`src/rtl/quad_pkg.sv`:
```
// Shared types for the quadrature decoder: FSM states, step classification
// and the mapping from synchronized channel levels to Gray-code positions.
package quad_pkg;

    localparam int WIDTH_DEF = 4;

    typedef enum logic [2:0] {
        INIT,
        S00,
        S01,
        S11,
        S10
    } quad_state_t;

    typedef enum logic [1:0] {
        MV_NONE,
        MV_UP,
        MV_DOWN,
        MV_ERR
    } quad_move_t;

    function automatic quad_state_t ab_to_state(input logic [1:0] ab);
        case (ab)
            2'b00:   return S00;
            2'b01:   return S01;
            2'b11:   return S11;
            default: return S10;
        endcase
    endfunction

    // Position along the up sequence S00->S01->S11->S10, so a step is a +/-1 difference mod 4.
    function automatic logic [1:0] state_pos(input quad_state_t s);
        case (s)
            S01:     return 2'd1;
            S11:     return 2'd2;
            S10:     return 2'd3;
            default: return 2'd0;
        endcase
    endfunction

endpackage

```
`src/rtl/quad_decoder_if.sv`:
```
// Encoder inputs, control and decoded outputs of quad_decoder bundled as one port.
interface quad_decoder_if
    import quad_pkg::*;
#(
    parameter int WIDTH = WIDTH_DEF
);
    logic             a_in;
    logic             b_in;
    logic             enable;
    logic             load;
    logic [WIDTH-1:0] d_in;
    logic             clr_err;
    logic [WIDTH-1:0] count;
    logic             dir;
    logic             step;
    logic             err_flag;

    modport master (
        output a_in, b_in, enable, load, d_in, clr_err,
        input  count, dir, step, err_flag
    );

    modport slave (
        input  a_in, b_in, enable, load, d_in, clr_err,
        output count, dir, step, err_flag
    );
endinterface

```
`src/rtl/quad_decoder_sync2.sv`:
```
// One-bit two-flop synchronizer for an asynchronous quadrature channel.
module sync2 (
    input  logic clk,
    input  logic rst,
    input  logic d_i,
    output logic q_o
);
    logic meta_q;
    logic sync_q;

    // NOTE: non-blocking assignments let both flops sample the same edge, forming a true two-stage chain.
    always_ff @(posedge clk) begin
        if (rst) begin
            meta_q <= 1'b0;
            sync_q <= 1'b0;
        end else begin
            meta_q <= d_i;
            sync_q <= meta_q;
        end
    end

    assign q_o = sync_q;
endmodule

```
`src/rtl/quad_decoder.sv`:
```
// Quadrature decoder: synchronizes A/B, tracks the Gray-code state and keeps a
// modulo-2^WIDTH position count with direction, step pulse and sticky error flag.
module quad_decoder
    import quad_pkg::*;
#(
    parameter int WIDTH = WIDTH_DEF
) (
    input  logic           clk,
    input  logic           rst,
    quad_decoder_if.slave  bus
);
    logic             a_s;
    logic             b_s;
    logic [1:0]       primed_q;
    quad_state_t      state_q;
    quad_state_t      ab_state_d;
    quad_move_t       move_d;
    logic             step_valid_d;
    logic [1:0]       delta_d;
    logic [WIDTH-1:0] count_q;
    logic [WIDTH-1:0] count_step_d;
    logic             dir_q;
    logic             step_q;
    logic             err_q;

    sync2 u_sync_a (.clk(clk), .rst(rst), .d_i(bus.a_in), .q_o(a_s));
    sync2 u_sync_b (.clk(clk), .rst(rst), .d_i(bus.b_in), .q_o(b_s));

    // NOTE: every always_comb output gets a default first so no path can infer a latch.
    always_comb begin
        ab_state_d   = ab_to_state({a_s, b_s});
        delta_d      = state_pos(ab_state_d) - state_pos(state_q);
        move_d       = MV_NONE;
        if (state_q != INIT) begin
            case (delta_d)
                2'd1:    move_d = MV_UP;
                2'd3:    move_d = MV_DOWN;
                2'd2:    move_d = MV_ERR;
                default: move_d = MV_NONE;
            endcase
        end
        step_valid_d = (move_d == MV_UP) || (move_d == MV_DOWN);
        count_step_d = (move_d == MV_UP) ? count_q + WIDTH'(1) : count_q - WIDTH'(1);
    end

    always_ff @(posedge clk) begin
        if (rst) begin
            primed_q <= 2'b00;
            state_q  <= INIT;
            count_q  <= '0;
            dir_q    <= 1'b1;
            step_q   <= 1'b0;
            err_q    <= 1'b0;
        end else begin
            primed_q <= {primed_q[0], 1'b1};
            step_q   <= 1'b0;
            // INIT waits until both synchronizer stages hold post-reset samples of the real lines.
            if (state_q != INIT || primed_q[1]) begin
                state_q <= ab_state_d;
            end
            if (bus.enable && step_valid_d) begin
                dir_q <= (move_d == MV_UP);
                if (!bus.load) begin
                    count_q <= count_step_d;
                    step_q  <= 1'b1;
                end
            end
            if (bus.load) begin
                count_q <= bus.d_in;
            end
            if (move_d == MV_ERR) begin
                err_q <= 1'b1;
            end else if (bus.clr_err) begin
                err_q <= 1'b0;
            end
        end
    end

    assign bus.count    = count_q;
    assign bus.dir      = dir_q;
    assign bus.step     = step_q;
    assign bus.err_flag = err_q;
endmodule

```
`src/flat_wrapper.sv`:
```
// flat-port wrapper written by rule: the top's interface ports become plain ports
module quad_decoder_flat import quad_pkg::*;
#(
    parameter int WIDTH = WIDTH_DEF
)
  (clk, rst, bus_a_in, bus_b_in, bus_enable, bus_load, bus_d_in, bus_clr_err, bus_count, bus_dir, bus_step, bus_err_flag);
  quad_decoder_if #(.WIDTH(WIDTH)) bus_i ();
  input  logic clk;
  input  logic rst;
  input wire logic [$bits(bus_i.a_in)-1:0] bus_a_in;
  input wire logic [$bits(bus_i.b_in)-1:0] bus_b_in;
  input wire logic [$bits(bus_i.enable)-1:0] bus_enable;
  input wire logic [$bits(bus_i.load)-1:0] bus_load;
  input wire logic [$bits(bus_i.d_in)-1:0] bus_d_in;
  input wire logic [$bits(bus_i.clr_err)-1:0] bus_clr_err;
  output wire logic [$bits(bus_i.count)-1:0] bus_count;
  output wire logic [$bits(bus_i.dir)-1:0] bus_dir;
  output wire logic [$bits(bus_i.step)-1:0] bus_step;
  output wire logic [$bits(bus_i.err_flag)-1:0] bus_err_flag;
  assign bus_i.a_in = bus_a_in;
  assign bus_i.b_in = bus_b_in;
  assign bus_i.enable = bus_enable;
  assign bus_i.load = bus_load;
  assign bus_i.d_in = bus_d_in;
  assign bus_i.clr_err = bus_clr_err;
  assign bus_count = bus_i.count;
  assign bus_dir = bus_i.dir;
  assign bus_step = bus_i.step;
  assign bus_err_flag = bus_i.err_flag;
  quad_decoder #(.WIDTH(WIDTH)) u_core (.clk(clk), .rst(rst), .bus(bus_i));
endmodule
```
`config.mk`:
```
export PLATFORM = sky130hd
export DESIGN_NAME = quad_decoder_flat
export DESIGN_NICKNAME = d
export VERILOG_FILES = /design/src/rtl/quad_pkg.sv /design/src/rtl/quad_decoder_if.sv /design/src/rtl/quad_decoder_sync2.sv /design/src/rtl/quad_decoder.sv /design/src/flat_wrapper.sv
export SDC_FILE = /design/constraint.sdc
export NUM_CORES = 1
export LEC_CHECK = 0
export ABC_AREA = 1
export CAP_MARGIN = 30
export CORE_MARGIN = 10
export CORE_UTILIZATION = 50
export CTS_BUF_LIST = sky130_fd_sc_hd__clkbuf_4 sky130_fd_sc_hd__clkbuf_8 sky130_fd_sc_hd__clkbuf_16
export DETAILED_ROUTE_END_ITERATION = 8
export HOLD_SLACK_MARGIN = 0.1
export PLACE_DENSITY = 0.78
export SLEW_MARGIN = 25
export SYNTH_ARGS = -nofsm -noshare
export SYNTH_HDL_FRONTEND = slang
export SYNTH_SLANG_ARGS = --single-unit
```
`constraint.sdc`:
```
create_clock -name clk -period 4.75 [get_ports clk]
set_clock_uncertainty 0.15 [all_clocks]
set_input_delay 0.95 -clock clk [delete_from_list [all_inputs] [get_ports clk]]
set_output_delay 0.95 -clock clk [all_outputs]
set_load 0.02 [all_outputs]
```
== Word level (Yosys, flattened, before mapping) ==
Cells that the tools add are included.

* Logic and storage cells: 49
* Register bits: 16
* Bits in read-only memories: 0
* Memories kept: 0
* Bits in writable memories: 0
* Latch bits: 0

* Div/mod/pow operators: 0
* Reduce and logical (&&, ||, !) cells: 8
* Multiplexer cells: 12
* Equality and inequality tests: 14
* Multipliers: 0
* Shift operators: 0
* Bitwise gates (word level): 1
* $lt $le $gt $ge: 0
* Add/subtract/negate cells: 3

{| class="wikitable"
|+ Operator list
! cell !! number
|-
| $pmux 2 s3 || 3
|-
| $eq 3x2->1 const B || 4
|-
| $mux 4 || 3
|-
| $eq 2x2->1 const B || 5
|-
| $pmux 3 s3 || 1
|-
| $eq 2x1->1 const B || 3
|-
| $eq 3x3->1 const B || 2
|-
| $add 4x1->4 const B || 1
|-
| $mux 1 || 4
|-
| $reduce_bool 2->1 || 2
|-
| $sub 4x1->4 const B || 1
|-
| $reduce_bool 3->1 || 1
|-
| $logic_not 2->1 || 1
|-
| $logic_or 1x1->1 || 2
|-
| $mux 2 || 1
|-
| $reduce_or 2->1 || 1
|-
| $sub 2x2->2 || 1
|-
| $logic_and 1x1->1 || 1
|-
| $not 1->1 || 1
|}

== Longest topological paths before layout ==
* Depth in word-level cells: 13
* Gate-level depth with buffers: 21
* Gate-level depth less buffers: 21

== Cells and area by module ==
A second synthesis with hierarchy kept.

* Cell total of the unflattened synthesis: 129
* Area total of the unflattened synthesis: 932.1 µm²

{| class="wikitable"
|+ Modules (own cells, without submodules)
! module !! cells an instance !! area each (µm²) !! times used !! seq. area each (µm²)
|-
| quad_decoder || 117 || 822.0 || 1 || 240.2
|-
| sync2 || 6 || 55.1 || 2 || 40.0
|}

== Worst setup path before layout ==
Ideal clock, no wire load.

* Path type: reg-to-reg
* From: register u_core.u_sync_b.sync_q, in the netlist u_core.u_sync_b.q_o
* To: register u_core.count_q[3], in the netlist u_core.bus.count[3]
* Stages on the path, launching flop included: 19
* Period minus slack after synthesis: 2.962 ns
* Required time: 4.468 ns
* Buffers on the path: 0
* Setup slack: 1.788 ns
* Arrival time: 2.680 ns
* Setup time: 0.132 ns
* Cell sequence: dfxtp_1 inv_1 ha_1 inv_1 o21ai_0 nand2_1 nand3_1 nand2_1 ha_1 nor3_1 inv_1 ha_1 inv_1 ha_1 or2_2 nand2_1 nand2_1 nand3_1 a21oi_1

* Word-level cells in the longest chain between the ends: 12

{| class="wikitable"
|+ RTL lines
! element !! RTL line !! RTL
|-
| from (decl) || quad_decoder_sync2.sv:9 || <nowiki>logic sync_q;</nowiki>
|-
| from (signal assigned) || quad_decoder_sync2.sv:18 || <nowiki>sync_q <= meta_q;</nowiki>
|-
| $eq 2x2->1 (tied with other cells) || quad_pkg.sv:23 || <nowiki>case (ab)</nowiki>
|-
| $pmux 3 s3 * || quad_pkg.sv:23 ||
|-
| net u_core.ab_state_d[0] || quad_decoder.sv:16 || <nowiki>quad_state_t ab_state_d;</nowiki>
|-
| $eq 3x3->1 / $eq 3x2->1 (equally long branches) || quad_pkg.sv:33 || <nowiki>case (s)</nowiki>
|-
| $pmux 2 s3 * || quad_pkg.sv:33 ||
|-
| $sub 2x2->2 * || quad_decoder.sv:32 || <nowiki>delta_d = state_pos(ab_state_d) - state_pos(state_q);</nowiki>
|-
| $eq 2x2->1 / $eq 2x1->1 (equally long branches) || quad_decoder.sv:35 || <nowiki>case (delta_d)</nowiki>
|-
| $pmux 2 s3 * || quad_decoder.sv:35 ||
|-
| $mux 2 * || quad_decoder.sv:34 || <nowiki>if (state_q != INIT) begin</nowiki>
|-
| $eq 2x1->1 / $eq 2x2->1 (equally long branches) || quad_decoder.sv:42, quad_decoder.sv:43 ||
|-
| $mux 4 / $logic_or 1x1->1 (equally long branches) || quad_decoder.sv:43, quad_decoder.sv:42 ||
|-
| $mux 4 / $logic_and 1x1->1 (equally long branches) || quad_decoder.sv:61 || <nowiki>if (bus.enable && step_valid_d) begin</nowiki>
|-
| $mux 4 / $reduce_bool 2->1 (equally long branches) || n/a ||
|-
| to (signal assigned) || quad_decoder.sv:64 || <nowiki>count_q <= count_step_d;</nowiki>
|-
| to (signal assigned) || quad_decoder.sv:69 || <nowiki>count_q <= bus.d_in;</nowiki>
|-
| to (decl) || quad_decoder.sv:20 || <nowiki>logic [WIDTH-1:0] count_q;</nowiki>
|}

The timed path passes the listed nets; every way through them passes the cells marked *. The select of a mux whose other input is x is not followed.
A chain may end at the register's enable or synchronous reset.

== Final worst setup path ==
Ends and elaborated chain as after synthesis.

==> summary.md <==
| Metric | Value |
|---|---|
| DRC | 0 |
| Fin. Hold Viols | 0 |
| GP Congestion | 0.828 |
| Die outline height | 63.6 um |
| Worst r2r dst | u_core.bus.count[3]$_SDFFE_PP0P_ |
| Post-Syn Area | 951 um2 |
| Initial antenna violation count | 0 |
| Finish-stage setup viols | 0 |
| H-tree Lvls | 1 |
| Core ar. | 0.00176 mm2 |
| CP endpoint kind | flop |
| VDD IR max | 0.000204 V |
| P per Cell Area | 268 mW/mm2 |
| Die width | 63.6 um |
| First-pass GRT wire length | 3310 um |
| Synth warn | 0 |
| FMAX | 304 MHz |
| Layout net count | 177 |
| Port Buffer Count | 17 |
| Clock transition at the registers of the reported paths | 0.10 ns |
| Slew at the pin closest to its max-slew limit | 0.450 ns |
| Hold Path Cell Cnt | 2 |
| Starting Density | 0.539 |
| Mapped Cells | 133 |
| Layout cells sized above 1 | 0.0789 |
| RSZ-0062 raised after global routing | no |
| P&R area growth vs syn | 23.4% |
| # Post-CTS Setup Buffers | 0 |
| Clk buf depth | 2 |
| # IOs | 18 |
| Maxcap violations | 0 |
| Crit path launch type | flop |
| Setup slack, reg-to-reg | 1.46 ns |
| Slew headroom | 0.699 |
| Drt first pass iters | 4 |
| Hold Crit Start | u_core.u_sync_a.meta_q$_SDFF_PP0_ |
| CP Class | flop to flop |
| Setup TNS | 0 ns |
| Number of hold buffers added after CTS | 0 |
| Largest net degree at the start of global routing | 13 |
| Type of the tightest min-delay check | flop to flop |
| Worst R2R Path Depth | 18 |
| Leak Pwr | 0.584 nW |
| Vias per std cell | 4.66 |
| DP Worst Slack | 1.46 ns |
| Clk Latency, worst-skew pair | 0.29 ns |
| Post-DP HPWL | 1520 um |
| Total grt overflow | 0 |
| Worst EP required | 4.77 ns |
| Root buffer cell | clkbuf_4 |
| Register bit total from synthesis | 16 |
| Drt total wl | 1870 um |
| Critical Path AT | 3.31 ns |
| Final worst slack | 1.46 ns |
| Via Count | 824 |
| Hold endpoint | u_core.u_sync_a.q_o$_SDFF_PP0_ |
| Post-cts resize count | 0 |
| Period utilization | 0.692 |
| Distinct cells, synth | 21 |
| Row cnt | 15 |
| Slew Viols, Final | 0 |
| Syn nets | 157 |
| GRT Util Overall | 0.0966 |
| Avg WL per Cell | 10.5 um |
| Num CTS Buffers | 3 |
| Number of global-route vias before repair | 776 |
| Final ANT Viol Nets | 0 |
| CTS tree | yes |
| Status | complete, no violations |
| Crit-path max FO | 5 |
| Initial DRC Count | 23 |
| Antenna Cells | 0 |
| Tmin final | 3.29 ns |
| RR Startpoint | u_core.u_sync_b.q_o$_SDFF_PP0_ |
| DIE AREA | 0.00405 mm2 |
| Post-synthesis sequential area ratio | 0.337 |
| Clk sinks | 16 |
| Syn avg cell area | 7.15 um2 |
## area by class of cell
type / count / area [um2]
tap: 25 / 31.3
timing repair buffer: 17 / 170
fill: 167 / 591
clock buffer: 4 / 36.3
inverter: 29 / 109
multi-input combinational: 86 / 507
sequential: 16 / 320
## power by group
group / total [mW] / switching [mW] / internal [mW]
Sequential: 0.147 / 0.00588 / 0.141
Combinational: 0.0765 / 0.0416 / 0.0350
Clock: 0.0913 / 0.0447 / 0.0467
## sequential cells by signal, summed over array words and instances (netlist names)
register / flops
u_core.bus.count: 4
u_core.state_q: 3
u_core.primed_q: 2
u_core.bus.dir: 1
u_core.bus.err_flag: 1
u_core.bus.step: 1
u_core.u_sync_a.meta_q: 1
u_core.u_sync_a.q_o: 1
u_core.u_sync_b.meta_q: 1
u_core.u_sync_b.q_o: 1
## routing by layer
layer | share of wire | track usage
met1 | 0.46 | 0.114
met2 | 0.47 | 0.149
met3 | 0.066 | 0.0353
met4 | 0.0059 | 0.0464
met5 | 0 | 0
## through the flow
| stage | util | instance area, um2 | cells | hold slack, ns | total power [mW] |
|---|---|---|---|---|---|
| detailed placement | 0.645 | 1140 | 173 | 0.246 | 0.226 |
| finish | 0.665 | 1170 | 177 | 0.256 | 0.315 |
| CTS | 0.665 | 1170 | 177 | 0.259 | 0.317 |
| global route | 0.665 | 1170 | 177 | 0.280 | 0.334 |
| floorplan | - | 951 | 133 | 0.238 | 0.201 |
| global placement | 0.645 | 1140 | 173 | 0.240 | 0.223 |
## layout by cell type, fill, tap and decap left out
master and count:
nand2_1 32, inv_1 27, clkdlybuf4s50_1 17, dfxtp_1 16, ha_1 12, nor2_1 11
nand3_1 8, o21ai_0 4, nor3_1 4, nor2_2 3, a21oi_1 3, clkbuf_4 3
inv_2 2, a31oi_1 2, o21ai_2 1, nor3_2 1, a211oi_1 1, o211ai_1 1
or2_2 1, xor2_1 1, fa_1 1, clkbuf_8 1
## cell families (layout without fill, tap and decap cells)
family / Yosys count / count (layout) / share of synthesized area
buffers and inverters: 31 / 50 / 0.130
AND/OR/NAND/NOR: 60 / 60 / 0.270
adder cells (fa/ha/maj): 13 / 13 / 0.179
XOR/XNOR: 1 / 1 / 0.00921
AO/OA/AOI/OAI: 12 / 12 / 0.0750
flip-flops: 16 / 16 / 0.337
## worst max-delay path, stage by stage (launching register included)
cell     delay [ns]
dfxtp_1        0.36
inv_1          0.07
ha_1           0.30
inv_1          0.07
o21ai_0        0.23
nand2_1        0.11
nand3_1        0.09
nand2_1        0.06
ha_1           0.17
nor3_1         0.25
inv_1          0.07
ha_1           0.20
inv_1          0.17
ha_1           0.32
or2_2          0.31
nand2_1        0.07
nand2_1        0.04
nand3_1        0.08
a21oi_1        0.06
## cell usage after synthesis (all sizes together)
cell type  number  area (um2)
o211ai          1        7.51
fa              1        20.0
nand2          32         120
o21ai           5        28.8
xor2            1        8.76
clkbuf          1        3.75
inv            29         109
nor3            5        30.0
dfxtp          16         320
ha             12         150
buf             1        11.3
or2             1        6.26
a31oi           2        12.5
a21oi           3        15.0
a211oi          1        7.51
nand3           8        40.0
nor2           14        60.1
## worst max-delay path by stage
stage	startpoint	to	slack, ns	cells past startpoint
2_1_floorplan	u_core.u_sync_b.q_o$_SDFF_PP0_	u_core.bus.count[3]$_SDFFE_PP0P_	1.79	18
3_3_place_gp	u_core.u_sync_b.q_o$_SDFF_PP0_	u_core.bus.count[3]$_SDFFE_PP0P_	1.60	18
3_5_place_dp	u_core.u_sync_b.q_o$_SDFF_PP0_	u_core.bus.count[3]$_SDFFE_PP0P_	1.46	18
4_1_cts	u_core.u_sync_b.q_o$_SDFF_PP0_	u_core.bus.count[3]$_SDFFE_PP0P_	1.45	18
5_1_grt	u_core.u_sync_b.q_o$_SDFF_PP0_	u_core.bus.count[3]$_SDFFE_PP0P_	1.12	18
6_report	u_core.u_sync_b.q_o$_SDFF_PP0_	u_core.bus.count[3]$_SDFFE_PP0P_	1.46	18
No activity file was read; power rests on OpenSTA's default activity.
